==> config.mk <==
export PLATFORM = sky130hd
export DESIGN_NAME = serial_adder_ctrl
export DESIGN_NICKNAME = d
export VERILOG_FILES = /design/src/rtl/serial_adder_ctrl.sv
export SDC_FILE = /design/constraint.sdc
export NUM_CORES = 1
export LEC_CHECK = 0
export ABC_AREA = 1
export CAP_MARGIN = 20
export CORE_MARGIN = 2
export CORE_UTILIZATION = 51
export CTS_CLUSTER_DIAMETER = 100
export DETAILED_ROUTE_END_ITERATION = 8
export PLACE_DENSITY = 0.88
export SYNTH_ARGS = -nofsm -noshare
export SYNTH_HDL_FRONTEND = slang
export SYNTH_SLANG_ARGS = --single-unit
==> constraint.sdc <==
create_clock -name clk -period 1.4 [get_ports clk]
set_input_delay 0.35 -clock clk [delete_from_list [all_inputs] [get_ports clk]]
set_output_delay 0.35 -clock clk [all_outputs]
set_load 0.03 [all_outputs]
==> src/rtl/serial_adder_ctrl.sv <==
// serial_adder_ctrl: bit-serial adder controller with a start/busy/done handshake.
// Two half adders plus an OR gate form a full adder. One result bit is produced
// per clock, LSB first, and a registered carry links the bit slots.
// Optional feature macro: SERADD_SUB_EN adds a `sub` input. When sub=1, B is
// inverted on load and the carry starts at 1, so the block computes A-B.
`timescale 1ns/1ps

module halfadder (
    input  logic i_a,
    input  logic i_b,
    output logic o_s,
    output logic o_c
);
    assign o_s = i_a ^ i_b;
    assign o_c = i_a & i_b;
endmodule

module serial_adder_ctrl #(
    parameter int WIDTH = 8
) (
    input  logic             clk,
    input  logic             rst_n,
    input  logic             start,
`ifdef SERADD_SUB_EN
    input  logic             sub,
`endif
    input  logic [WIDTH-1:0] a_in,
    input  logic [WIDTH-1:0] b_in,
    output logic             busy,
    output logic             done,
    output logic [WIDTH-1:0] sum_out,
    output logic             cout
);
    localparam int CNT_W = $clog2(WIDTH + 1);

    typedef enum logic [1:0] {S_IDLE, S_RUN, S_DONE} state_t;

    state_t             r_state, w_next;
    logic [WIDTH-1:0]   r_a, r_b;
    logic [WIDTH-2:0]   r_res;      // bits already produced; the newest bit is at the MSB
    logic               r_carry;
    logic [CNT_W-1:0]   r_cnt;
    logic [WIDTH-1:0]   r_sum;
    logic               r_cout;

    logic               w_s0, w_c0, w_s, w_c1, w_c;
    logic               w_accept, w_last;
    logic [WIDTH-1:0]   w_full;
    logic [WIDTH-1:0]   w_b_load;
    logic               w_c_init;

    // Operand conditioning for load: subtract computes A + ~B + 1
`ifdef SERADD_SUB_EN
    assign w_b_load = sub ? ~b_in : b_in;
    assign w_c_init = sub;
`else
    assign w_b_load = b_in;
    assign w_c_init = 1'b0;
`endif

    // Full adder: HA(A0,B0) then HA(sum,carry), with the two carries ORed together
    halfadder u_ha0 (.i_a(r_a[0]), .i_b(r_b[0]),  .o_s(w_s0), .o_c(w_c0));
    halfadder u_ha1 (.i_a(w_s0),   .i_b(r_carry), .o_s(w_s),  .o_c(w_c1));
    assign w_c = w_c0 | w_c1;

    // The DONE edge also accepts start. This gives back-to-back ops one WIDTH+1 cycles apart.
    assign w_accept = start && ((r_state == S_IDLE) || (r_state == S_DONE));
    assign w_last   = (r_state == S_RUN) && (r_cnt == CNT_W'(WIDTH - 1));
    assign w_full   = {w_s, r_res};

    // State register
    always_ff @(posedge clk or negedge rst_n) begin
        if (!rst_n) r_state <= S_IDLE;
        else        r_state <= w_next;
    end

    // Next-state logic
    always_comb begin
        w_next = r_state;
        case (r_state)
            S_IDLE:  if (start) w_next = S_RUN;
            S_RUN:   if (w_last) w_next = S_DONE;
            S_DONE:  w_next = start ? S_RUN : S_IDLE;
            default: w_next = S_IDLE;
        endcase
    end

    // Datapath: load on accept, shift one bit per RUN cycle, publish on the last bit
    always_ff @(posedge clk or negedge rst_n) begin
        if (!rst_n) begin
            r_a     <= '0;
            r_b     <= '0;
            r_res   <= '0;
            r_carry <= 1'b0;
            r_cnt   <= '0;
            r_sum   <= '0;
            r_cout  <= 1'b0;
        end else if (w_accept) begin
            r_a     <= a_in;
            r_b     <= w_b_load;
            r_res   <= '0;
            r_carry <= w_c_init;
            r_cnt   <= '0;
        end else if (r_state == S_RUN) begin
            r_a     <= r_a >> 1;
            r_b     <= r_b >> 1;
            r_res   <= w_full[WIDTH-1:1];
            r_carry <= w_c;
            r_cnt   <= r_cnt + CNT_W'(1);
            if (w_last) begin
                r_sum  <= w_full;
                r_cout <= w_c;
            end
        end
    end

    assign busy    = (r_state != S_IDLE);
    assign done    = (r_state == S_DONE);
    assign sum_out = r_sum;
    assign cout    = r_cout;

endmodule

==> results of run 1 <==
[worst max path at each step]
stage | cells after the start | endpoint | start
3_3_place_gp | 8 | r_a[1] | start
2_1_floorplan | 2 | done | r_state[1]
5_1_grt | 3 | done | r_state[1]
3_5_place_dp | 6 | r_carry | start
6_report | 3 | done | r_state[1]
4_1_cts | 1 | sum_out[6] | sum_out[6]
[cells in the mapped netlist]
cell type  number
buf_2           5
dfrtp_1        39
buf_4           1
nor2_2          1
o21ai_2         9
o21ai_1         2
nand2_2         3
ha_1            1
a21oi_1         1
inv_1          14
inv_2           4
nor2_4          1
o22ai_1         7
nand2_1        80
o21ai_0         2
nand3_1        15
buf_6           1
nor2_1          5
fa_1            1
[power by group through the flow]
stage	sequential (mW)	combinational [mW]	clock (mW)
2_1_floorplan	2.10	1.29	0
3_3_place_gp	1.89	2.18	0
3_5_place_dp	1.92	2.26	0
4_1_cts	1.88	2.30	0.795
5_1_grt	1.93	2.54	0.856
6_report	1.88	2.26	0.787
[timing repair]
item / CTS / global route
setup endpoints to repair: 11 / 14
resized for setup: 27 / 21
setup buffers: 3 / 1
hold buffers: 1 / 0
endpoints found under the hold margin: 16 / 0
cloned: 0 / 0
pin swaps: 0 / 2
[layout make-up]
class                      instances  area share [%]
clock inverter                     2            1.60
multi-input combinational        128            28.2
tap                               44            2.52
inverter                          18            3.09
clock buffer                       6            2.35
sequential                        39            44.7
timing repair buffer              43            17.6
[metrics by stage]
step | setup TNS, ns | setup slack, ns | cells | util, % | power (mW)
after global placement | -0.247 | -0.0286 | 267 | 67.5 | 4.06
final | 0 | 0.00125 | 280 | 70.4 | 4.92
after global routing | -0.106 | -0.0541 | 280 | 70.4 | 5.33
after CTS | 0 | 0.00145 | 279 | 71.7 | 4.98
after detailed placement | -0.769 | -0.0761 | 267 | 67.5 | 4.18
after floorplan | 0 | 0.208 | 192 | - | 3.38
[critical path, stage by stage (launching register included)]
cell     delay, ns
dfrtp_1       0.41
inv_2         0.09
nor2_1        0.04
buf_4         0.16
[state kept, by name, summed over array words and instances (netlist names)]
signal,flops
r_carry,1
r_cnt,4
r_res,7
r_b,8
r_state,2
cout,1
sum_out,8
r_a,8
[routing by layer]
layer  up-vias  routed length [um]
li1        689                   -
met1       643                1590
met2        26                1690
met3         9                 120
met4         0                  76
met5         -                   0
[logic make-up (layout without fill, tap and decap cells)]
logic type      Yosys count  after routing
simple gates            105            105
buf+inv                  25             69
fa+ha+maj                 2              2
compound gates           21             21
flops                    39             39
==> run summary, run 1 <==
Synth Net Count = 213
multiplexer share of the synthesized area = 0%
Synthesis Warnings = 0
DR vias = 1,367
Ports = 30
Worst-Margin Slew = 0.410 ns
Combinational Power Share = 45.9%
period utilisation layout = 99.9%
first-pass GRT wire length = 5.73 mm
Setup crit end kind = primary output
slack of the worst reg-to-reg path = 0.06 ns
WP data required = 1.05 ns
Setup crit start kind = flip-flop
GRT Overall Usage = 21.3%
worst r2r path cells = 7
worst-path fanout max = 3
status = finished, final reports clean
row count = 20
largest cells by area after synthesis = dfrtp_1 57%, nand2_1 18%, o21ai_2 4.6%, nand3_1 4.4%, inv_1 3.1%
busiest metal layer after global routing = met2
Total Nets Final = 256
Die W = 61.7 um
Multi-input gate area = 616 sq um
Fill cells = 247
Cell Area, Synth = 1700 sq um
Synth Area in Simple Gates = 25.4%
Pre-antenna DRT Iters = 4
CTS sink cnt = 39
largest family of logic cells by synthesized area = simple AND/OR/NAND/NOR gates
Synth Area in XOR/XNOR = 0%
commonest non-fill, non-tap cell in the layout = nand2_1
minimum clock period = 1.40 ns
clk_skew = 0.00814 ns
vias in the first global route = 1,359
die area = 3810 sq um
CTS tree = built
Storage cell area = 976 sq um
final wirelength = 3.48 mm
syn_area_per_cell = 8.84 sq um
vias per cell = 4.88
Hold Crit Class = input port to async pin
Pwr Density = 2250 nW/um^2
hold slack = 0.451 ns
synthesized flop and latch total = 39
I/O Buffers = 29
Post-Synthesis Cells = 192
met2 usage = 33.8%
CTS buffer count = 5
clock power share = 16.0%
Leakage = 1.13 nW
Initial Utilization = 54.7%
slew margin rel. = 72.7%
total grt overflow = 0
post-synthesis cell type count = 19
initial antenna violation count = 0
Fin. Hold Viols = 0
CP arrival = 1.05 ns
Final ANT Viol Nets = 0
met1 Use GR = 27.3%
1st-iter DRT viols = 79
compound-cell area share of the yosys netlist = 8.70%
Setup violations, final = 0
layout cell share with drive strength beyond 1 = 22.5%
most frequent cells in the layout = 79 x nand2_1, 39 x dfrtp_1, 17 x clkdlybuf4s50_1, 15 x nand3_1, 14 x inv_1
maximum VDD drop = 1060 uV
Flop pwr share = 38.2%
Reg-to-Reg End = sum_out[5]
area fraction of the dominant cell type after synthesis = 57.5%
Fmax = 715 MHz
unrepaired setup endpoints after global routing = yes
fin. max-slew vios = 0
# H-tree levels = 2
Max Cap Violations = 0
Sw Share = 41.3%
Synth Area in Adders = 1.92%
CTS max path bufs = 2
sequential share of the synthesized area = 57.5%
Area Growth Syn to Fin = 28.7%
root buffer cell = clkbuf_4
Post-route DRC = 0
Skew-Pair Late Insertion Delay = 0.35 ns
met3 Use GR = 6.42%
routability congestion estimate = 0.758
Psw = 2.03 mW
Chip Height = 61.7 um
# diodes = 0
Placed Area = 2090 sq um
core area = 3100 sq um
clock slew at reported path FFs = 0.12 ns
Setup Crit Path Kind = flip-flop to primary output
Internal Power = 2.89 mW
drt wl/cell = 12.4 um
largest net degree at the start of global routing = 24
R2R Path Start = r_state[1]
fin area = 2180 sq um
HPWL after DPL = 2.47 mm
area leader, netlist = dfrtp_1
Power figures use the tool's default switching activity.
==> run 2: changes to the inputs <==
- GPL_TIMING_DRIVEN: not set -> 0
==> run summary, run 2 (same netlist as run 1, synthesis figures left out) <==
minimum clock period = 1.40 ns (about the same)
CTS sink cnt = 39 (unchanged)
slew margin rel. = 45.0% (was 72.7%)
CTS buffer count = 5 (unchanged)
1st-iter DRT viols = 94 (was 79)
final wirelength = 3.47 mm (was 3.48 mm)
first-pass GRT wire length = 5.86 mm (was 5.73 mm)
Final Non-Filler Cells = 279 (was 280)
total grt overflow = 0 (unchanged)
Fin. Hold Viols = 0 (unchanged)
status = finished with violations (was finished, final reports clean)
Leakage = 1.10 nW (was 1.13 nW)
maximum VDD drop = 1140 uV (was 1060 uV)
Reg-to-Reg End = r_a[5] (was sum_out[5])
worst r2r path cells = 8 (was 7)
Final ANT Viol Nets = 0 (unchanged)
Setup Crit Path Kind = flip-flop to primary output (unchanged)
Metal-1 WL = 1.56 mm (was 1.59 mm)
period utilisation layout = 100% (was 99.9%)
most frequent cells in the layout = 78 x nand2_1, 38 x dfrtp_1, 17 x clkdlybuf4s50_1, 15 x nand3_1, 14 x inv_1 (was 79 x nand2_1, 39 x dfrtp_1, 17 x clkdlybuf4s50_1, 15 x nand3_1, 14 x inv_1)
initial antenna violation count = 0 (unchanged)
TNS Setup = -0.000868 ns (was 0 ns)
unrepaired setup endpoints after global routing = yes (unchanged)
fin area = 2130 sq um (was 2180 sq um)
commonest non-fill, non-tap cell in the layout = nand2_1 (unchanged)
Area Growth Syn to Fin = 25.6% (was 28.7%)
DR vias = 1,387 (was 1,367)
Slowest Stage Delay on Critical Path = 0.41 ns (about the same)
clk_skew = 0.00616 ns (was 0.00814 ns)
layout cell share with drive strength beyond 1 = 23.4% (was 22.5%)
DP Worst Slack = -0.350 ns (was -0.0761 ns)
# placed instances = 265 (was 267)
WL met3 = 104 um (was 120 um)
Setup crit start kind = flip-flop (unchanged)
# H-tree levels = 2 (unchanged)
Met2 Wirelength = 1.76 mm (was 1.69 mm)
Max Cap Violations = 0 (unchanged)
Hold Crit Class = input port to async pin (unchanged)
Setup violations, final = 1 (was 0)
CP arrival = 1.05 ns (about the same)
largest net degree at the start of global routing = 40 (was 24)
root buffer cell = clkbuf_4 (unchanged)
Placed Area = 2040 sq um (was 2090 sq um)
worst path cell trace = inv_2 > nand2_2 > buf_6 (was inv_2 > nor2_1 > buf_4)
Fmax = 714 MHz (was 715 MHz)
failing checks = negative setup slack
row count = 20 (unchanged)
R2R Path Start = r_state[0] (was r_state[1])
clock slew at reported path FFs = 0.11 ns (was 0.12 ns)
I/O Buffers = 29 (unchanged)
CTS max path bufs = 2 (unchanged)
routability congestion estimate = 0.786 (was 0.758)
CTS tree = built (unchanged)
Chip Height = 61.7 um (unchanged)
fin. max-slew vios = 0 (unchanged)
die area = 3810 sq um (unchanged)
Initial Utilization = 54.7% (unchanged)
Pre-antenna DRT Iters = 4 (unchanged)
WP data required = 1.05 ns (about the same)
Fill cells = 274 (was 247)
slack of the worst reg-to-reg path = 0.06 ns (about the same)
GRT Overall Usage = 21.8% (was 21.3%)
Ports = 30 (unchanged)
Worst-Margin Slew = 0.825 ns (was 0.410 ns)
Util after Layout = 68.8% (was 70.4%)
Total Nets Final = 256 (unchanged)
vias per cell = 4.97 (was 4.88)
worst-path fanout max = 3 (unchanged)
Setup crit end kind = primary output (unchanged)
HPWL after DPL = 2.35 mm (was 2.47 mm)
# diodes = 0 (unchanged)
Highest Signal Layer = met4 (unchanged)
drt wl/cell = 12.4 um (about the same)
Post-route DRC = 0 (unchanged)
worst setup margin = -0.000868 ns (was 0.00125 ns)
core area = 3100 sq um (unchanged)
vias in the first global route = 1,286 (was 1,359)
slowest stage cell, crit path = dfrtp_1 (unchanged)
Skew-Pair Late Insertion Delay = 0.34 ns (was 0.35 ns)
Die W = 61.7 um (unchanged)
Pwr Density = 2210 nW/um^2 (was 2250 nW/um^2)
run 2: cell count changes in the layout (fill, tap and decap cells not counted), moves of 2 or more:
cell | before | now
buf_12 | 3 | 0
buf_2 | 10 | 13
buf_4 | 11 | 9
nor2_4 | 1 | 3
buf_6 | 1 | 3
nor2_2 | 2 | 0
run 2: how the worst max path moves through the flow:
stage / startpoint / endpoint / slack, ns
after floorplan: r_state[1] / done / 0.21
after detailed placement: start / r_a[0] / -0.35
after global routing: r_state[1] / busy / -0.06
after CTS: r_state[0] / done / 0.004
after global placement: rst_n / r_b[1] / -0.91
final: r_state[1] / busy / -0.0009
run 2: layer usage:
layer / up-vias / global-route usage, %
li1: 686 / -
met1: 671 / 28.8
met2: 25 / 34.7
met3: 5 / 6.21
met4: 0 / 7.90
met5: - / 0
run 2: stage by stage:
step | hold slack (ns) | total power [mW]
floorplan | 0.0544 | 3.38
global placement | 0.456 | 3.99
detailed placement | 0.460 | 4.09
CTS | 0.120 | 4.68
global route | 0.142 | 5.11
finish | 0.0958 | 4.72
run 2: timing repair:
action                     CTS  global route
setup buffers                4             3
pin swaps                    0             1
setup endpoints to repair   11            36
gates resized for setup     39            30
hold buffers                 0             0
run 2: cell type report:
cell class	instances	area, sq um	area share, %
flip-flops and latches	39	977	45.8
multi-input cells	128	633	29.7
repair buffers	36	295	13.8
inverters	18	67.6	3.17
well taps	44	55.1	2.58
clock buffers	6	51.3	2.40
plain buffers	7	48.8	2.29
clock inverters	1	5.00	0.235
run 2: where the power goes:
| group | total [mW] | internal, mW | switching (mW) |
|---|---|---|---|
| clock | 0.570 | 0.233 | 0.338 |
| sequential | 1.88 | 1.62 | 0.268 |
| combinational | 2.27 | 0.835 | 1.43 |
| total | 4.72 | 2.68 | 2.04 |
run 2: critical path, delay by kind of cell (launching register included):
kind | cells | cell delay (ns)
buf+inv | 2 | 0.24
simple gates | 1 | 0.06
flops | 1 | 0.41
==> RTL change 1 (flow settings as in run 2) <==
Register the outputs `busy` and `done`, with the module's reset; this adds one clock of latency there. The other outputs are not delayed to match.
--- a/src/rtl/serial_adder_ctrl.sv
+++ b/src/rtl/serial_adder_ctrl.sv
@@ -114,8 +114,15 @@
         end
     end
 
-    assign busy    = (r_state != S_IDLE);
-    assign done    = (r_state == S_DONE);
+    always_ff @(posedge clk or negedge rst_n) begin
+        if (!rst_n) begin
+            busy <= '0;
+            done <= '0;
+        end else begin
+            busy <= (r_state != S_IDLE);
+            done <= (r_state == S_DONE);
+        end
+    end
     assign sum_out = r_sum;
     assign cout    = r_cout;
 
Function: changed (Yosys sat finds a counterexample within 4 cycles, from zero or initial values and one cycle with rst_n low).
==> RTL change 1 against run 2 <==
Setup slack better by 46 ps; routed wire length is 1.4% lower; cell area is 0.47% higher; sequential cell count is 2 higher; maximum frequency is 3.4% higher; clock skew is 12 ps higher; global-route usage is 2.2 points lower; largest cell class unchanged; power is 1.7% higher; synthesized area is 1.0% higher; combinational power is 9.7% lower.
==> RTL change 1: results (changes against run 2) <==
===========================================================================
Endpoint of the worst register-to-register path                      r_a[2]   was r_a[5]
Sequential logic power                                              1.95 mW   was 1.88 mW
Buffers from clock root to sink, at most                                  2   unchanged
Maximum clock skew at final layout                                 18.10 ps   was 6.165 ps
Top cells by count, synth                                      87 x sky130_fd_sc_hd__nand2_1, 41 x sky130_fd_sc_hd__dfrtp_1, 18 x sky130_fd_sc_hd__inv_1, 12 x sky130_fd_sc_hd__nand3_1, 10 x sky130_fd_sc_hd__o21ai_1   was 80 x sky130_fd_sc_hd__nand2_1, 39 x sky130_fd_sc_hd__dfrtp_1, 15 x sky130_fd_sc_hd__nand3_1, 14 x sky130_fd_sc_hd__inv_1, 9 x sky130_fd_sc_hd__o21ai_2
Number of library cell types mapped by synthesis                         16   was 19
Reported net switching power                                       1.955 mW   was 2.038 mW
Total number of vias                                                   1404   was 1387
Number of instances resized during post-cts repair                       35   was 39
Worst-case hold slack                                              89.97 ps   was 95.84 ps
Non-clock inverter count in the final layout                             20   was 18
Static Leak                                                        1.129 nW   was 1.104 nW
Maximum number of pins on one net before global-route repair             42   was 40
Multi-input combinational area share                                 0.2726   was 0.2968
Number of clock buffer instances in the layout                            7   was 6
Setup slack at placement                                          -392.1 ps   was -349.9 ps
Instance area after placement                                  0.002058 sq mm   was 0.002038 sq mm
Area taken by flip-flops and latches                           0.001027 sq mm   was 977.2 sq um
Capture point of the critical path                                     done   was busy
Non-clock buffers                                                        41   was 43
Switching fraction of total power                                    0.4073   was 0.4317
Half-perimeter wire length of the detailed placement result    2337 microns   was 2349 microns
Clk Latency, worst-skew pair                                         360 ps   was 340 ps
Total wire length after detailed routing                       3420 microns   was 3469 microns
Number of inserted filler cells in the final layout                     280   was 274
Maximum fanout count along the critical path                              1   was 3
Setup repair bufs after CTS                                               2   was 4
Sequential-to-total area share from yosys stat                       0.5981   was 0.5748
Multi-input combinational cell count                                    131   was 128
Synth Area in Compound Gates                                        0.06637   was 0.08696
Number of register bits inferred by synthesis                            41   was 39
Net count of the finished layout                                        261   was 256
Fraction of layout instances using a drive strength above 1          0.1618   was 0.2340
Relative slew slack                                                  0.4217   was 0.4502
Combinational power share                                             0.427   was 0.480
Number of global-route vias before repair                              1266   was 1286
GRT Resource Usage Total                                             0.1966   was 0.2181
Data-path buffer share of cell area in the final layout              0.1465   was 0.1613
Setup ws final                                                     45.36 ps   was -0.8681 ps
Syn_nets                                                                220   was 213
Area share of fa/ha/maj cells after synthesis                       0.01896   was 0.01916
Vias/cell                                                             4.892   was 4.971
Global placer's final weighted congestion                            0.8396   was 0.7862
Synth Instances                                                         199   was 192
Global-route wire length before repair                         5319 microns   was 5858 microns
Final-layout clock-cell area share                                  0.03970   was 0.02639
Status                                                            completed   was finished, violations left
Logic depth of the worst register-to-register path                        7   was 8
Flop-to-flop setup slack                                              90 ps   was 60 ps
Mean cell area of the mapped netlist                            8.620 sq um   was 8.843 sq um
Number of placed instances with taps included                           274   was 265
===========================================================================
-- RTL change 1: changes by cell type after synthesis --
cell | before | now
sky130_fd_sc_hd__nand2_1 | 80 | 87
sky130_fd_sc_hd__inv_2 | 4 | 2
sky130_fd_sc_hd__o21ai_0 | 2 | 3
sky130_fd_sc_hd__buf_2 | 5 | 6
sky130_fd_sc_hd__nor2_2 | 1 | 2
sky130_fd_sc_hd__buf_6 | 1 | 0
sky130_fd_sc_hd__inv_1 | 14 | 18
sky130_fd_sc_hd__dfrtp_1 | 39 | 41
sky130_fd_sc_hd__nand3_1 | 15 | 12
sky130_fd_sc_hd__nor2_4 | 1 | 0
sky130_fd_sc_hd__nand2_2 | 3 | 2
sky130_fd_sc_hd__o21ai_2 | 9 | 0
sky130_fd_sc_hd__o21ai_1 | 2 | 10
-- RTL change 1: per-layer routing --
metal / global-route usage / routed length (microns)
met2: 0.3214 / 1692
met4: 0.08207 / 74
met1: 0.2381 / 1449
met3: 0.06625 / 204
met5: 0 / 0
==> RTL change 2 (config.mk and constraints of run 2) <==
Made on the original files. The option `SERADD_SUB_EN` is turned on by a define.
--- a/src/rtl/serial_adder_ctrl.sv
+++ b/src/rtl/serial_adder_ctrl.sv
@@ -4,6 +4,8 @@
 // Optional feature macro: SERADD_SUB_EN adds a `sub` input. When sub=1, B is
 // inverted on load and the carry starts at 1, so the block computes A-B.
 `timescale 1ns/1ps
+
+`define SERADD_SUB_EN
 
 module halfadder (
     input  logic i_a,
Interface: changed (added sub); port bits go from 30 to 31. The function was not compared with the original's and may differ.
==> RTL change 2 against run 2 <==
The flow still finishes with violations (setup timing); sequential cell count stayed put; cell area up 5.2%; setup slack got worse by 2.2 ps; routed wire length up 7.6%; count of clock-buffer cells in the layout unchanged; critical path depth down 1; via count up 9.4%; core utilization shrank 2.6 points; synthesized area rose by 8.0%; power rose by 4.2%.
==> RTL change 2: results (changes against run 2) <==
==========================================================================
Status                                                        finished, violations left   unchanged
Failing checks                                                setup timing   unchanged
Top cells by count, synth                                     98 x sky130_fd_sc_hd__nand2_1, 39 x sky130_fd_sc_hd__dfrtp_1, 19 x sky130_fd_sc_hd__inv_1, 9 x sky130_fd_sc_hd__nand3_1, 9 x sky130_fd_sc_hd__o21ai_2   was 80 x sky130_fd_sc_hd__nand2_1, 39 x sky130_fd_sc_hd__dfrtp_1, 15 x sky130_fd_sc_hd__nand3_1, 14 x sky130_fd_sc_hd__inv_1, 9 x sky130_fd_sc_hd__o21ai_2
Setup TNS                                                        -4.891 ps   was -0.8681 ps
WL/cell                                                       12.36 microns   was 12.43 microns
Switching fraction of total power                                   0.4422   was 0.4317
Number of global-route vias before repair                             1408   was 1286
Iteration-0 DRC count of the detailed router                           102   was 94
Number of placed instances with taps included                          292   was 265
Sequential-to-total area share from yosys stat                      0.5321   was 0.5748
Net count of the finished layout                                       279   was 256
Number of setup violations in the final report                           2   was 1
Synth top area cells                                          sky130_fd_sc_hd__dfrtp_1 53%, sky130_fd_sc_hd__nand2_1 20%, sky130_fd_sc_hd__o21ai_2 4.3%, sky130_fd_sc_hd__inv_1 3.9%, sky130_fd_sc_hd__nand3_1 2.5%   was sky130_fd_sc_hd__dfrtp_1 57%, sky130_fd_sc_hd__nand2_1 18%, sky130_fd_sc_hd__o21ai_2 4.6%, sky130_fd_sc_hd__nand3_1 4.4%, sky130_fd_sc_hd__inv_1 3.1%
Static Leak                                                       1.169 nW   was 1.104 nW
Maximum clock skew at final layout                                8.608 ps   was 6.165 ps
Setup ws final                                                   -3.082 ps   was -0.8681 ps
Max VDD drop                                                     0.8692 mV   was 1.138 mV
Syn_nets                                                               239   was 213
GRT Resource Usage Total                                            0.2049   was 0.2181
Half-perimeter wire length of the detailed placement result   2580 microns   was 2349 microns
Setup slack at placement                                         -431.2 ps   was -349.9 ps
Number of non-filler instances in the completed layout                 302   was 279
Maximum fanout count along the critical path                             4   was 3
Global-route wire length before repair                        6341 microns   was 5858 microns
Global placer's final weighted congestion                           0.7794   was 0.7862
Met2 track demand over resource                                     0.3242   was 0.3474
Slew of the pin with the lowest slew margin                       831.1 ps   was 824.6 ps
Total number of vias                                                  1518   was 1387
Instance area after placement                                 0.002177 sq mm   was 0.002038 sq mm
Met1 usage                                                          0.2705   was 0.2883
==========================================================================
[RTL change 2: changes by cell type in the layout (fill, tap and decap cells not counted), sizes merged, moves of 2 or more]
| cell | change |
|---|---|
| buf | -6 |
| clkdlybuf4s15 | +3 |
| inv | +3 |
| nand2 | +19 |
| nand3 | -6 |
| o21ai | +2 |
| xnor2 | +4 |
[RTL change 2: per-layer routing]
metal | up-vias | part of all wire | routed length [microns]
met2 | 31 | 0.50 | 1849
met1 | 728 | 0.44 | 1644
li1 | 752 | - | -
met4 | 0 | 0.021 | 78
met5 | - | 0 | 0
met3 | 7 | 0.043 | 161
[RTL change 2: power groups by stage]
| stage | Clock [mW] | Sequential [mW] | Combinational [mW] |
|---|---|---|---|
| 2_1_floorplan | 0 | 2.14 | 1.49 |
| 3_3_place_gp | 0 | 1.92 | 2.33 |
| 3_5_place_dp | 0 | 1.94 | 2.42 |
| 4_1_cts | 0.518 | 1.92 | 2.47 |
| 5_1_grt | 0.581 | 2.00 | 2.74 |
| 6_report | 0.516 | 1.94 | 2.47 |
[RTL change 2: timing repair]
| item | 4_1_cts | 5_1_grt |
|---|---|---|
| setup buffers | 3 | 1 |
| hold buffers | 0 | 0 |
| endpoints found under the setup margin | 17 | 24 |
| resized for setup | 42 | 19 |
| pin swaps | 1 | 2 |
[RTL change 2: kinds of logic (layout without fill, tap and decap cells)]
group | count (synthesis) | in the layout | synth area share
AND/OR/NAND/NOR | 120 | 120 | 0.2722
XOR/XNOR | 4 | 4 | 0.01910
flip-flops | 39 | 39 | 0.5321
AO/OA/AOI/OAI | 24 | 24 | 0.08867
adder cells (fa/ha/maj) | 2 | 2 | 0.01773
buffers and inverters | 28 | 67 | 0.07026
[RTL change 2: area by class of cell]
type | instances | area [sq um]
Fill cell | 271 | 1146
Sequential cell | 39 | 975.9
Multi-Input combinational cell | 150 | 744.5
Timing Repair Buffer | 33 | 287.8
Inverter | 21 | 81.33
Tap cell | 46 | 57.56
Buffer | 7 | 55.05
Clock buffer | 6 | 41.29
[RTL change 2: critical path: stages, from the launching register on]
cell,delay [ps]
sky130_fd_sc_hd__dfrtp_1,430
sky130_fd_sc_hd__nor2_1,100
sky130_fd_sc_hd__buf_4,160
[RTL change 2: final timing paths]
| check | startpoint | endpoint | slack [ps] | cells after the start |
|---|---|---|---|---|
| worst max-delay path | r_state[0] | done | -3 | 2 |
| worst min-delay path | rst_n | r_cnt[2] | 90 | 1 |
| worst max register to register | r_state[0] | r_res[0] | 100 | 6 |
| worst min register to register | sum_out[4] | sum_out[4] | 490 | 2 |
| max in group asynchronous | rst_n | r_res[6] | 790 | 1 |
| min in group clk | sub | r_b[7] | 440 | 3 |
